## src/rtl/uart_pkg.sv

```systemverilog
// Shared parity-mode constants, FSM state types and the baud divider helper
// for the parametrised UART transceiver.
package uart_pkg;

   localparam int PAR_NONE = 0;
   localparam int PAR_EVEN = 1;
   localparam int PAR_ODD  = 2;

   typedef enum logic [2:0] {TX_IDLE, TX_START, TX_DATA, TX_PARITY, TX_STOP} txState_e;
   typedef enum logic [2:0] {RX_IDLE, RX_START, RX_DATA, RX_PARITY, RX_STOP} rxState_e;

   // Rounded clocks-per-tick, never less than one so the tick always fires.
   function automatic int calcDiv(input longint clkHz, input longint baud, input longint ovs);
      longint den;
      longint q;
      den = baud * ovs;
      q   = (clkHz + den / 2) / den;
      if (q < 1) q = 1;
      return int'(q);
   endfunction

endpackage

```

## src/rtl/uart_xcvr_param_if.sv

```systemverilog
// Handshake bundle between the UART transceiver (slave) and its control logic (master).
interface uart_xcvr_param_if #(
   parameter int DATA_BITS = 8
);
   logic [DATA_BITS-1:0] TX_DATA;
   logic                 TX_VALID;
   logic                 TX_READY;
   logic [DATA_BITS-1:0] RX_DATA;
   logic                 RX_VALID;
   logic                 RX_READY;
   logic                 RX_PERR;
   logic                 RX_FERR;
   logic                 RX_OVR;

   modport master (
      output TX_DATA, TX_VALID, RX_READY,
      input  TX_READY, RX_DATA, RX_VALID, RX_PERR, RX_FERR, RX_OVR
   );

   modport slave (
      input  TX_DATA, TX_VALID, RX_READY,
      output TX_READY, RX_DATA, RX_VALID, RX_PERR, RX_FERR, RX_OVR
   );
endinterface

```

## src/rtl/uart_baud_tick.sv

```systemverilog
// Free-running divider producing the one-cycle oversampling tick shared by RX and TX.
module uart_baud_tick
   import uart_pkg::*;
#(
   parameter int CLK_HZ     = 100000000,
   parameter int BAUD       = 9600,
   parameter int OVERSAMPLE = 16
) (
   input  logic CLK,
   input  logic ARST_L,
   output logic TICK
);

   localparam int DIV = calcDiv(longint'(CLK_HZ), longint'(BAUD), longint'(OVERSAMPLE));
   localparam int CW  = (DIV > 1) ? $clog2(DIV) : 1;
   localparam logic [CW-1:0] LAST = CW'(DIV - 1);

   logic [CW-1:0] cnt_q, cnt_d;

   always_comb begin
      cnt_d = cnt_q + 1'b1;
      if (cnt_q == LAST) cnt_d = '0;
   end

   always_ff @(posedge CLK or negedge ARST_L) begin
      if (!ARST_L) cnt_q <= '0;
      else         cnt_q <= cnt_d;
   end

   assign TICK = (cnt_q == LAST);

endmodule

```

## src/rtl/uart_xcvr_param.sv

```systemverilog
// Full-duplex UART with configurable width/parity/stop bits, valid/ready handshakes
// and parity, framing and overrun reporting, all on a single system clock.
module uart_xcvr_param
   import uart_pkg::*;
#(
   parameter int CLK_HZ     = 100000000,
   parameter int BAUD       = 9600,
   parameter int DATA_BITS  = 8,
   parameter int PARITY     = 0,
   parameter int STOP_BITS  = 1,
   parameter int OVERSAMPLE = 16
) (
   input  logic CLK,
   input  logic ARST_L,
   input  logic RX,
   output logic TX,
   uart_xcvr_param_if.slave bus
);

   localparam int BCW = $clog2(DATA_BITS + 1);
   localparam int TCW = $clog2(OVERSAMPLE);
   localparam logic [TCW-1:0] LAST_TICK = TCW'(OVERSAMPLE - 1);
   localparam logic [TCW-1:0] HALF_TICK = TCW'(OVERSAMPLE / 2 - 1);
   localparam logic [BCW-1:0] LAST_BIT  = BCW'(DATA_BITS - 1);
   localparam logic           ODD_INV   = (PARITY == PAR_ODD);

   logic tick;

   uart_baud_tick #(.CLK_HZ(CLK_HZ), .BAUD(BAUD), .OVERSAMPLE(OVERSAMPLE)) uTick (
      .CLK(CLK), .ARST_L(ARST_L), .TICK(tick)
   );

   txState_e             txState_q, txState_d;
   logic [DATA_BITS-1:0] txShift_q, txShift_d;
   logic [BCW-1:0]       txBit_q, txBit_d;
   logic [TCW-1:0]       txTick_q, txTick_d;
   logic                 txStop2_q, txStop2_d;
   logic                 txPar_q, txPar_d;
   logic                 txLine, txBitDone;

   always_comb begin
      txState_d = txState_q;
      txShift_d = txShift_q;
      txBit_d   = txBit_q;
      txTick_d  = txTick_q;
      txStop2_d = txStop2_q;
      txPar_d   = txPar_q;
      txLine    = 1'b1;
      txBitDone = tick && (txTick_q == LAST_TICK);
      if (tick) txTick_d = txBitDone ? '0 : txTick_q + 1'b1;
      case (txState_q)
         TX_IDLE: begin
            txTick_d = '0;
            if (bus.TX_VALID) begin
               txShift_d = bus.TX_DATA;
               txPar_d   = (^bus.TX_DATA) ^ ODD_INV;
               txBit_d   = '0;
               txStop2_d = 1'b0;
               txState_d = TX_START;
            end
         end
         TX_START: begin
            txLine = 1'b0;
            if (txBitDone) txState_d = TX_DATA;
         end
         TX_DATA: begin
            txLine = txShift_q[0];
            if (txBitDone) begin
               txShift_d = txShift_q >> 1;
               if (txBit_q == LAST_BIT) begin
                  txBit_d   = '0;
                  txState_d = (PARITY == PAR_NONE) ? TX_STOP : TX_PARITY;
               end else begin
                  txBit_d = txBit_q + 1'b1;
               end
            end
         end
         TX_PARITY: begin
            txLine = txPar_q;
            if (txBitDone) txState_d = TX_STOP;
         end
         TX_STOP: begin
            // The second stop bit reuses the per-bit tick counter for another lap.
            if (txBitDone) begin
               if ((STOP_BITS == 2) && !txStop2_q) txStop2_d = 1'b1;
               else                                txState_d = TX_IDLE;
            end
         end
         default: txState_d = TX_IDLE;
      endcase
   end

   always_ff @(posedge CLK or negedge ARST_L) begin
      if (!ARST_L) begin
         txState_q <= TX_IDLE;
         txShift_q <= '0;
         txBit_q   <= '0;
         txTick_q  <= '0;
         txStop2_q <= 1'b0;
         txPar_q   <= 1'b0;
      end else begin
         txState_q <= txState_d;
         txShift_q <= txShift_d;
         txBit_q   <= txBit_d;
         txTick_q  <= txTick_d;
         txStop2_q <= txStop2_d;
         txPar_q   <= txPar_d;
      end
   end

   assign TX           = txLine;
   assign bus.TX_READY = (txState_q == TX_IDLE);

   logic rxMeta_q, rxSync_q, rxPrev_q;

   always_ff @(posedge CLK or negedge ARST_L) begin
      if (!ARST_L) begin
         rxMeta_q <= 1'b1;
         rxSync_q <= 1'b1;
         rxPrev_q <= 1'b1;
      end else begin
         rxMeta_q <= RX;
         rxSync_q <= rxMeta_q;
         rxPrev_q <= rxSync_q;
      end
   end

   rxState_e             rxState_q, rxState_d;
   logic [DATA_BITS-1:0] rxShift_q, rxShift_d;
   logic [BCW-1:0]       rxBit_q, rxBit_d;
   logic [TCW-1:0]       rxTick_q, rxTick_d;
   logic                 rxParErr_q, rxParErr_d;
   logic                 rxBitDone, rxDone, rxFerrNow;

   always_comb begin
      rxState_d  = rxState_q;
      rxShift_d  = rxShift_q;
      rxBit_d    = rxBit_q;
      rxTick_d   = rxTick_q;
      rxParErr_d = rxParErr_q;
      rxDone     = 1'b0;
      rxFerrNow  = 1'b0;
      rxBitDone  = tick && (rxTick_q == LAST_TICK);
      if (tick) rxTick_d = rxBitDone ? '0 : rxTick_q + 1'b1;
      case (rxState_q)
         RX_IDLE: begin
            rxTick_d   = '0;
            rxBit_d    = '0;
            rxParErr_d = 1'b0;
            if (rxPrev_q && !rxSync_q) rxState_d = RX_START;
         end
         RX_START: begin
            // Half-bit check both rejects glitches and aligns later samples to bit centres.
            if (tick && (rxTick_q == HALF_TICK)) begin
               rxTick_d  = '0;
               rxState_d = rxSync_q ? RX_IDLE : RX_DATA;
            end
         end
         RX_DATA: begin
            if (rxBitDone) begin
               rxShift_d = {rxSync_q, rxShift_q[DATA_BITS-1:1]};
               if (rxBit_q == LAST_BIT) begin
                  rxBit_d   = '0;
                  rxState_d = (PARITY == PAR_NONE) ? RX_STOP : RX_PARITY;
               end else begin
                  rxBit_d = rxBit_q + 1'b1;
               end
            end
         end
         RX_PARITY: begin
            if (rxBitDone) begin
               rxParErr_d = rxSync_q ^ (^rxShift_q) ^ ODD_INV;
               rxState_d  = RX_STOP;
            end
         end
         RX_STOP: begin
            if (rxBitDone) begin
               rxDone    = 1'b1;
               rxFerrNow = !rxSync_q;
               rxState_d = RX_IDLE;
            end
         end
         default: rxState_d = RX_IDLE;
      endcase
   end

   always_ff @(posedge CLK or negedge ARST_L) begin
      if (!ARST_L) begin
         rxState_q  <= RX_IDLE;
         rxShift_q  <= '0;
         rxBit_q    <= '0;
         rxTick_q   <= '0;
         rxParErr_q <= 1'b0;
      end else begin
         rxState_q  <= rxState_d;
         rxShift_q  <= rxShift_d;
         rxBit_q    <= rxBit_d;
         rxTick_q   <= rxTick_d;
         rxParErr_q <= rxParErr_d;
      end
   end

   logic [DATA_BITS-1:0] rxData_q, rxData_d;
   logic                 rxValid_q, rxValid_d;
   logic                 rxPerr_q, rxPerr_d;
   logic                 rxFerr_q, rxFerr_d;
   logic                 rxOvr_q, rxOvr_d;
   logic                 rxHs;

   // A consumer read on the completion cycle frees the holding slot, so it wins over overrun.
   always_comb begin
      rxData_d  = rxData_q;
      rxValid_d = rxValid_q;
      rxPerr_d  = rxPerr_q;
      rxFerr_d  = rxFerr_q;
      rxOvr_d   = rxOvr_q;
      rxHs      = rxValid_q && bus.RX_READY;
      if (rxDone && (!rxValid_q || rxHs)) begin
         rxData_d  = rxShift_q;
         rxPerr_d  = rxParErr_q;
         rxFerr_d  = rxFerrNow;
         rxValid_d = 1'b1;
      end else if (rxHs) begin
         rxValid_d = 1'b0;
      end
      if (rxHs)                      rxOvr_d = 1'b0;
      else if (rxDone && rxValid_q)  rxOvr_d = 1'b1;
   end

   always_ff @(posedge CLK or negedge ARST_L) begin
      if (!ARST_L) begin
         rxData_q  <= '0;
         rxValid_q <= 1'b0;
         rxPerr_q  <= 1'b0;
         rxFerr_q  <= 1'b0;
         rxOvr_q   <= 1'b0;
      end else begin
         rxData_q  <= rxData_d;
         rxValid_q <= rxValid_d;
         rxPerr_q  <= rxPerr_d;
         rxFerr_q  <= rxFerr_d;
         rxOvr_q   <= rxOvr_d;
      end
   end

   assign bus.RX_DATA  = rxData_q;
   assign bus.RX_VALID = rxValid_q;
   assign bus.RX_PERR  = rxPerr_q;
   assign bus.RX_FERR  = rxFerr_q;
   assign bus.RX_OVR   = rxOvr_q;

endmodule

```

## src/flat_wrapper.sv

```systemverilog
// flat-port wrapper written by rule: the top's interface ports become plain ports
module uart_xcvr_param_flat import uart_pkg::*;
#(
   parameter int CLK_HZ     = 100000000,
   parameter int BAUD       = 9600,
   parameter int DATA_BITS  = 8,
   parameter int PARITY     = 0,
   parameter int STOP_BITS  = 1,
   parameter int OVERSAMPLE = 16
)
  (CLK, ARST_L, RX, TX, bus_TX_DATA, bus_TX_VALID, bus_RX_READY, bus_TX_READY, bus_RX_DATA, bus_RX_VALID, bus_RX_PERR, bus_RX_FERR, bus_RX_OVR);
  uart_xcvr_param_if #(.DATA_BITS(DATA_BITS)) bus_i ();
  input  logic CLK;
  input  logic ARST_L;
  input  logic RX;
  output logic TX;
  input wire logic [$bits(bus_i.TX_DATA)-1:0] bus_TX_DATA;
  input wire logic [$bits(bus_i.TX_VALID)-1:0] bus_TX_VALID;
  input wire logic [$bits(bus_i.RX_READY)-1:0] bus_RX_READY;
  output wire logic [$bits(bus_i.TX_READY)-1:0] bus_TX_READY;
  output wire logic [$bits(bus_i.RX_DATA)-1:0] bus_RX_DATA;
  output wire logic [$bits(bus_i.RX_VALID)-1:0] bus_RX_VALID;
  output wire logic [$bits(bus_i.RX_PERR)-1:0] bus_RX_PERR;
  output wire logic [$bits(bus_i.RX_FERR)-1:0] bus_RX_FERR;
  output wire logic [$bits(bus_i.RX_OVR)-1:0] bus_RX_OVR;
  assign bus_i.TX_DATA = bus_TX_DATA;
  assign bus_i.TX_VALID = bus_TX_VALID;
  assign bus_i.RX_READY = bus_RX_READY;
  assign bus_TX_READY = bus_i.TX_READY;
  assign bus_RX_DATA = bus_i.RX_DATA;
  assign bus_RX_VALID = bus_i.RX_VALID;
  assign bus_RX_PERR = bus_i.RX_PERR;
  assign bus_RX_FERR = bus_i.RX_FERR;
  assign bus_RX_OVR = bus_i.RX_OVR;
  uart_xcvr_param #(.CLK_HZ(CLK_HZ), .BAUD(BAUD), .DATA_BITS(DATA_BITS), .PARITY(PARITY), .STOP_BITS(STOP_BITS), .OVERSAMPLE(OVERSAMPLE)) u_core (.CLK(CLK), .ARST_L(ARST_L), .RX(RX), .TX(TX), .bus(bus_i));
endmodule
```

## config.mk

```make
export PLATFORM = sky130hd
export DESIGN_NAME = uart_xcvr_param_flat
export DESIGN_NICKNAME = d
export VERILOG_FILES = /design/src/rtl/uart_pkg.sv /design/src/rtl/uart_xcvr_param_if.sv /design/src/rtl/uart_baud_tick.sv /design/src/rtl/uart_xcvr_param.sv /design/src/flat_wrapper.sv
export SDC_FILE = /design/constraint.sdc
export NUM_CORES = 1
export LEC_CHECK = 0
export BUFFER_PORTS_ARGS = -buffer_cell sky130_fd_sc_hd__buf_2
export CAP_MARGIN = 20
export CORE_MARGIN = 2
export CORE_UTILIZATION = 25
export DETAILED_ROUTE_END_ITERATION = 10
export MAX_ROUTING_LAYER = met4
export SETUP_SLACK_MARGIN = 0.1
export SLEW_MARGIN = 20
export SYNTH_ARGS = -nofsm -noshare
export SYNTH_HDL_FRONTEND = slang
export SYNTH_SLANG_ARGS = --single-unit
```

## constraint.sdc

```tcl
create_clock -name CLK -period 4.3 [get_ports CLK]
set_clock_uncertainty 0.15 [all_clocks]
set_input_delay 0.645 -clock CLK [delete_from_list [all_inputs] [get_ports CLK]]
set_output_delay 0.645 -clock CLK [all_outputs]
set_load 0.05 [all_outputs]
```

### After elaboration in Yosys (flattened, before gate mapping)

Cells that the tools add are included.
Widths: inputs -> output; s select.

| word-level totals | value |
|---|---|
| register bits | 65 |
| bits of input ports | 13 |
| output and inout port bits | 14 |
| word-level logic and storage cells | 122 |

| operators by class | value |
|---|---|
| add/sub/neg operators | 5 |
| equality and inequality tests | 26 |
| muxes and demuxes | 44 |
| bitwise logic cells | 1 |
| reduce and logical (&&, ||, !) cells | 27 |

Operators with widths:

| kind | count |
|---|---|
| $mux 4 | 11 |
| $mux 3 | 12 |
| $pmux 3 s5 | 2 |
| $pmux 4 s2 | 3 |
| $ne 2x1->1 const B | 11 |
| $add 4x1->4 const B | 4 |
| $mux 8 | 2 |
| $pmux 8 s2 | 1 |
| $reduce_xor 8->1 | 2 |
| $eq 3x2->1 const B | 4 |
| $eq 4x3->1 const B | 3 |
| $reduce_and 6->1 | 2 |
| $reduce_bool 2->1 | 6 |
| $add 10x1->10 const B | 1 |
| $eq 10x10->1 const B | 1 |
| $mux 10 | 1 |
| $mux 1 | 9 |
| $eq 4x4->1 const B | 2 |
| $reduce_and 2->1 | 4 |
| $logic_and 1x1->1 | 7 |
| $eq 3x1->1 const B | 2 |
| $eq 3x3->1 const B | 2 |
| $logic_not 3->1 | 2 |
| $pmux 1 s3 | 1 |
| other kinds (7) | 8 |

### Longest topological paths before layout

| depth | value |
|---|---|
| depth after elaboration | 7 |
| mapped depth | 8 |
| depth with buffers taken out | 7 |

### Modules after synthesis

A second synthesis with hierarchy kept.

| unflattened totals | value |
|---|---|
| cells, all modules | 280 |
| area total of the unflattened synthesis | 3278.1 um2 |

By module, submodules not included:

| module | instances | cells each | area each (um2) | sequential area each (um2) |
|---|---|---|---|---|
| uart_xcvr_param | 1 | 234 | 2765.2 | 1380.1 |
| uart_baud_tick | 1 | 46 | 513.0 | 250.2 |

### Worst setup path after synthesis

No wires, ideal clock.

| path | value |
|---|---|
| path kind | flip-flop to flip-flop |
| start point | register u_core.uTick.cnt_q[0] |
| end point | register u_core.rxData_q[0] (netlist: u_core.bus.RX_DATA[0]) |
| setup time | 0.125 ns |
| arrival | 1.758 ns |
| data required time | 4.025 ns |
| slack | 2.267 ns |
| stages on the path, launching flop included | 9 |
| path buffers | 2 |
| clock period less this slack | 2.033 ns |
| cells stage by stage | dfrtp_1 -> inv_1 -> ha_1 -> and4b_1 -> and4_4 -> buf_6 -> and3_4 -> buf_12 -> mux2_4 |

| between the ends | value |
|---|---|
| longest elaborated chain between the ends | 5 |

RTL lines:

| element | RTL line | text |
|---|---|---|
| from (decl) | uart_baud_tick.sv:18 | `logic [CW-1:0] cnt_q, cnt_d;` |
| from (signal assigned) | uart_baud_tick.sv:27 | `else cnt_q <= cnt_d;` |
| $eq 10x10->1 | uart_baud_tick.sv:30 | `assign TICK = (cnt_q == LAST);` |
| $logic_and 1x1->1 | uart_xcvr_param.sv:143 | `rxBitDone = tick && (rxTick_q == LAST_TICK);` |
| $mux 1 | uart_xcvr_param.sv:177 | `if (rxBitDone) begin` |
| $mux 1 | uart_xcvr_param.sv:145 | `case (rxState_q)` |
| $logic_and 1x1->1 | uart_xcvr_param.sv:218 | `if (rxDone && (!rxValid_q \|\| rxHs)) begin` |
| to (signal assigned) | uart_xcvr_param.sv:238 | `rxData_q <= rxData_d;` |
| to (decl) | uart_xcvr_param.sv:203 | `logic [DATA_BITS-1:0] rxData_q, rxData_d;` |

No other way between the ends.
A chain may end at the register's enable or synchronous reset.

### Worst setup path in the final report

| path | value |
|---|---|
| start point | register u_core.txState_q[1] |
| end point | output TX |

| between the ends | value |
|---|---|
| longest elaborated chain between the ends | 2 |
| elaborated cells between the ends (all ways) | 4 |
| classes of those cells | eq/ne: 3; mux: 1 |

RTL lines:

| element | RTL line | text |
|---|---|---|
| from (decl) | uart_xcvr_param.sv:33 | `txState_e txState_q, txState_d;` |
| from (signal assigned) | uart_xcvr_param.sv:102 | `txState_q <= txState_d;` |
| $eq 3x2->1 / $eq 3x1->1 (equally long branches) | uart_xcvr_param.sv:51 | `case (txState_q)` |
| $pmux 1 s3 (*) | uart_xcvr_param.sv:51 |  |
| to (decl) | flat_wrapper.sv:16 | `output logic TX;` |

Mark *: on every way between the ends. The rest lies on a longest branch, timed or not.

==> qor.csv <==
metric,value,unit
WHS Endpoint,u_core.rxSync_q$_DFF_PN1_,
period utilization,55.55,%
relative slew slack,37.26,%
detailed placement HPWL,4088,um
first-pass GRT wire length,10500,um
global route overflow,0,
"Seq/Total Area, Yosys",50.78,%
DRC,0,
Hold Crit Depth,0,
Peak Freq,418.7,MHz
Area Overhead vs Synth,18.43,%
GRT Util Overall,9.400,%
R2R Path End,u_core.txTick_q[3]$_DFFE_PN0P_,
Pwr Total,1.496,mW
P_leak,1.708,nW
vias after detailed routing,2208,
layout cells sized above 1,26.01,%
crit end category,output port,
outcome,"finished, final reports clean",
Syn Std Cell Area,3211,um2
initial antenna violation count,0,
CP Launch Type,flop,
"slowest stage delay, CP",0.62,ns
RSZ-0062 raised after global routing,no,
slowest CP cell,dfrtp_1,
CTS Buf Count,9,
Post-Route WL,5882,um
CP Cell Sequence,nand2_1 > a22oi_1 > or2_2 > buf_2,
Max Buffers Root-to-Sink,2,
Hold WS,0.2104,ns
Pwr Density,393.3,nW/um2
Die X,117.3,um
P_int,1.155,mW
syn_nets,308,
iteration-0 DRC count of the detailed router,170,
IO Count,27,
vias in the first global route,2232,
H-Tree Depth,3,
Worst-Skew Late Latency,0.32,ns
# nets final,337,
Worst Max-Slew Pin Slew,0.9412,ns
area of the core,12570,um2
Netlist cell types,54,
Detail Route Antenna Nets,0,
number of synthesized register bits,65,
CP arrival,1.59,ns
ys flop type,dfrtp_1,
Setup Total Neg Slack,0,ns
combinational power share,6.3,%
Max Cap Viol,0,
VDD IR-drop max,0.0002201,V
syn_area_per_cell,11.11,um2
fin crit period,2.389,ns
n_diodes,0,
Worst Path Required,3.50,ns
Crit Path Class,flop to output port,
P_sw,0.3400,mW
CTS tree,built,
"CTS clk-pin slew, worst paths",0.05,ns
Sequential Power Share,44.6,%
GPL Wtd Cong,0.7910,
Die ar.,13770,um2
Post-synth EDFFs,0,
max-slew violation count,0,
Final Hold Fails,0,
sw frac,22.74,%
Clk network pwr share,49.1,%
First-pass DRT Iterations,4,
clock root cell,clkbuf_16,
Reg2Reg Depth,7,
fillers,1282,
Hold Crit Start,u_core.rxMeta_q$_DFF_PN1_,
Post-Syn Instances,289,
largest net degree at the start of global routing,44,
Post-CTS Setup Inserts,0,
Avg WL per Cell,11.88,um
Critical R2R Launch,u_core.uTick.cnt_q[0]$_DFF_PN0_,
CTS resizes,0,
# port buffers,26,
"Hold-fix buffers, CTS",0,
setup violators final,0,
std cell rows,41,
yosys warns,0,
worst-path maximum fanout,13,
Worst Hold Class,flop to flop,
reg2reg setup slack,1.95,ns
die height,117.3,um
starting density of the core,25.55,%
utilization after layout,30.25,%
DR vias/cell,4.461,
clock sinks,65,
asr flop ratio synth,100.0,%
## flip-flops by register name (all words and copies together), names as in the netlist
register             cells
u_core.txState_q         3
u_core.rxTick_q          4
u_core.rxBit_q           4
u_core.txTick_q          4
u_core.rxShift_q         8
u_core.bus.RX_VALID      1
u_core.bus.RX_FERR       1
u_core.rxParErr_q        1
u_core.rxState_q         3
u_core.txPar_q           1
u_core.uTick.cnt_q      10
u_core.rxMeta_q          1
u_core.bus.RX_PERR       1
u_core.bus.RX_OVR        1
u_core.bus.RX_DATA       8
u_core.txShift_q         8
u_core.txBit_q           4
u_core.rxSync_q          1
u_core.rxPrev_q          1
## final cells by class
class | instances | area, um2 | share of cell area (%)
sequential | 65 | 1630 | 42.88
inverter | 7 | 26.28 | 0.6910
clock buffer | 10 | 239.0 | 6.285
tap | 172 | 215.2 | 5.660
clock inverter | 6 | 66.31 | 1.744
multi-input combinational | 208 | 1488 | 39.12
timing repair buffer | 27 | 137.6 | 3.620
## routing by layer
| metal | part of all wire (%) | up-vias | GRT usage, % |
|---|---|---|---|
| li1 | - | 1074 | - |
| met1 | 48 | 1089 | 11.76 |
| met2 | 48 | 41 | 14.66 |
| met3 | 3.6 | 4 | 3.161 |
| met4 | 0.68 | 0 | 2.410 |
| met5 | 0 | - | - |
## worst max path at each step
stage | start | cells after the start | slack (ns) | endpoint
floorplan | u_core.uTick.cnt_q[0]$_DFF_PN0_ | 8 | 2.27 | u_core.bus.RX_DATA[0]$_DFFE_PN0P_
global placement | u_core.uTick.cnt_q[0]$_DFF_PN0_ | 7 | 2.11 | u_core.txTick_q[3]$_DFFE_PN0P_
detailed placement | u_core.uTick.cnt_q[0]$_DFF_PN0_ | 7 | 1.94 | u_core.txTick_q[3]$_DFFE_PN0P_
CTS | u_core.txState_q[1]$_DFFE_PN0P_ | 4 | 1.90 | TX
global route | u_core.uTick.cnt_q[0]$_DFF_PN0_ | 7 | 1.69 | u_core.txTick_q[3]$_DFFE_PN0P_
finish | u_core.txState_q[1]$_DFFE_PN0P_ | 4 | 1.91 | TX
## stage by stage
stage | instances | cell area, um2 | setup slack (ns)
6_report | 495 | 3802 | 1.911
5_1_grt | 495 | 3802 | 1.693
4_1_cts | 495 | 3802 | 1.904
3_5_place_dp | 479 | 3497 | 1.942
3_3_place_gp | 479 | 3497 | 2.107
2_1_floorplan | 289 | 3211 | 2.267
## power by group through the flow
stage	Combinational [mW]	Sequential, mW	Clock (mW)
floorplan	0.0648	0.671	0
global placement	0.0934	0.676	0
detailed placement	0.0964	0.676	0
CTS	0.0969	0.667	0.751
global route	0.104	0.669	0.788
finish	0.0942	0.667	0.734
## layout by cell type, fill, tap and decap left out, types with 8 or more instances in the layout
cell type and n:
a21oi_1 13, and3_1 9, buf_2 26, clkbuf_16 9
dfrtp_1 62, mux2_2 8, mux2_4 11, nand2_1 20
nand2b_1 8, nand3_1 11, nor2_1 28, o21ai_0 11
xnor2_1 20
## critical path: cells and delay by family (launching register included)
family,cells,cell delay (ns)
flops,1,0.62
buf+inv,1,0.25
simple gates,2,0.22
compound gates,1,0.18
## cells in the mapped netlist, types with 4 or more instances
cell	n	area share, %
xnor2_1	20	5.5
mux2_2	8	2.8
and3_1	9	1.8
nand2b_1	8	1.6
o221a_2	7	2.5
nor2_1	28	3.3
nand2_1	20	2.3
dfrtp_1	62	48
a21oi_1	13	2.0
o21ai_0	11	1.7
mux2_4	11	5.1
a22o_1	4	1.1
inv_1	7	0.82
nand3_1	11	1.7
xor2_1	5	1.4
ha_1	6	2.3
## logic make-up after synthesis
family	count (synthesis)	share of synthesized area, %
flops	65	50.78
mux	22	8.886
simple gates	103	17.19
buf+inv	16	2.884
fa+ha+maj	6	2.338
xor+xnor	25	6.820
compound gates	52	11.11
Note: power is estimated with default switching activity, not from simulation.
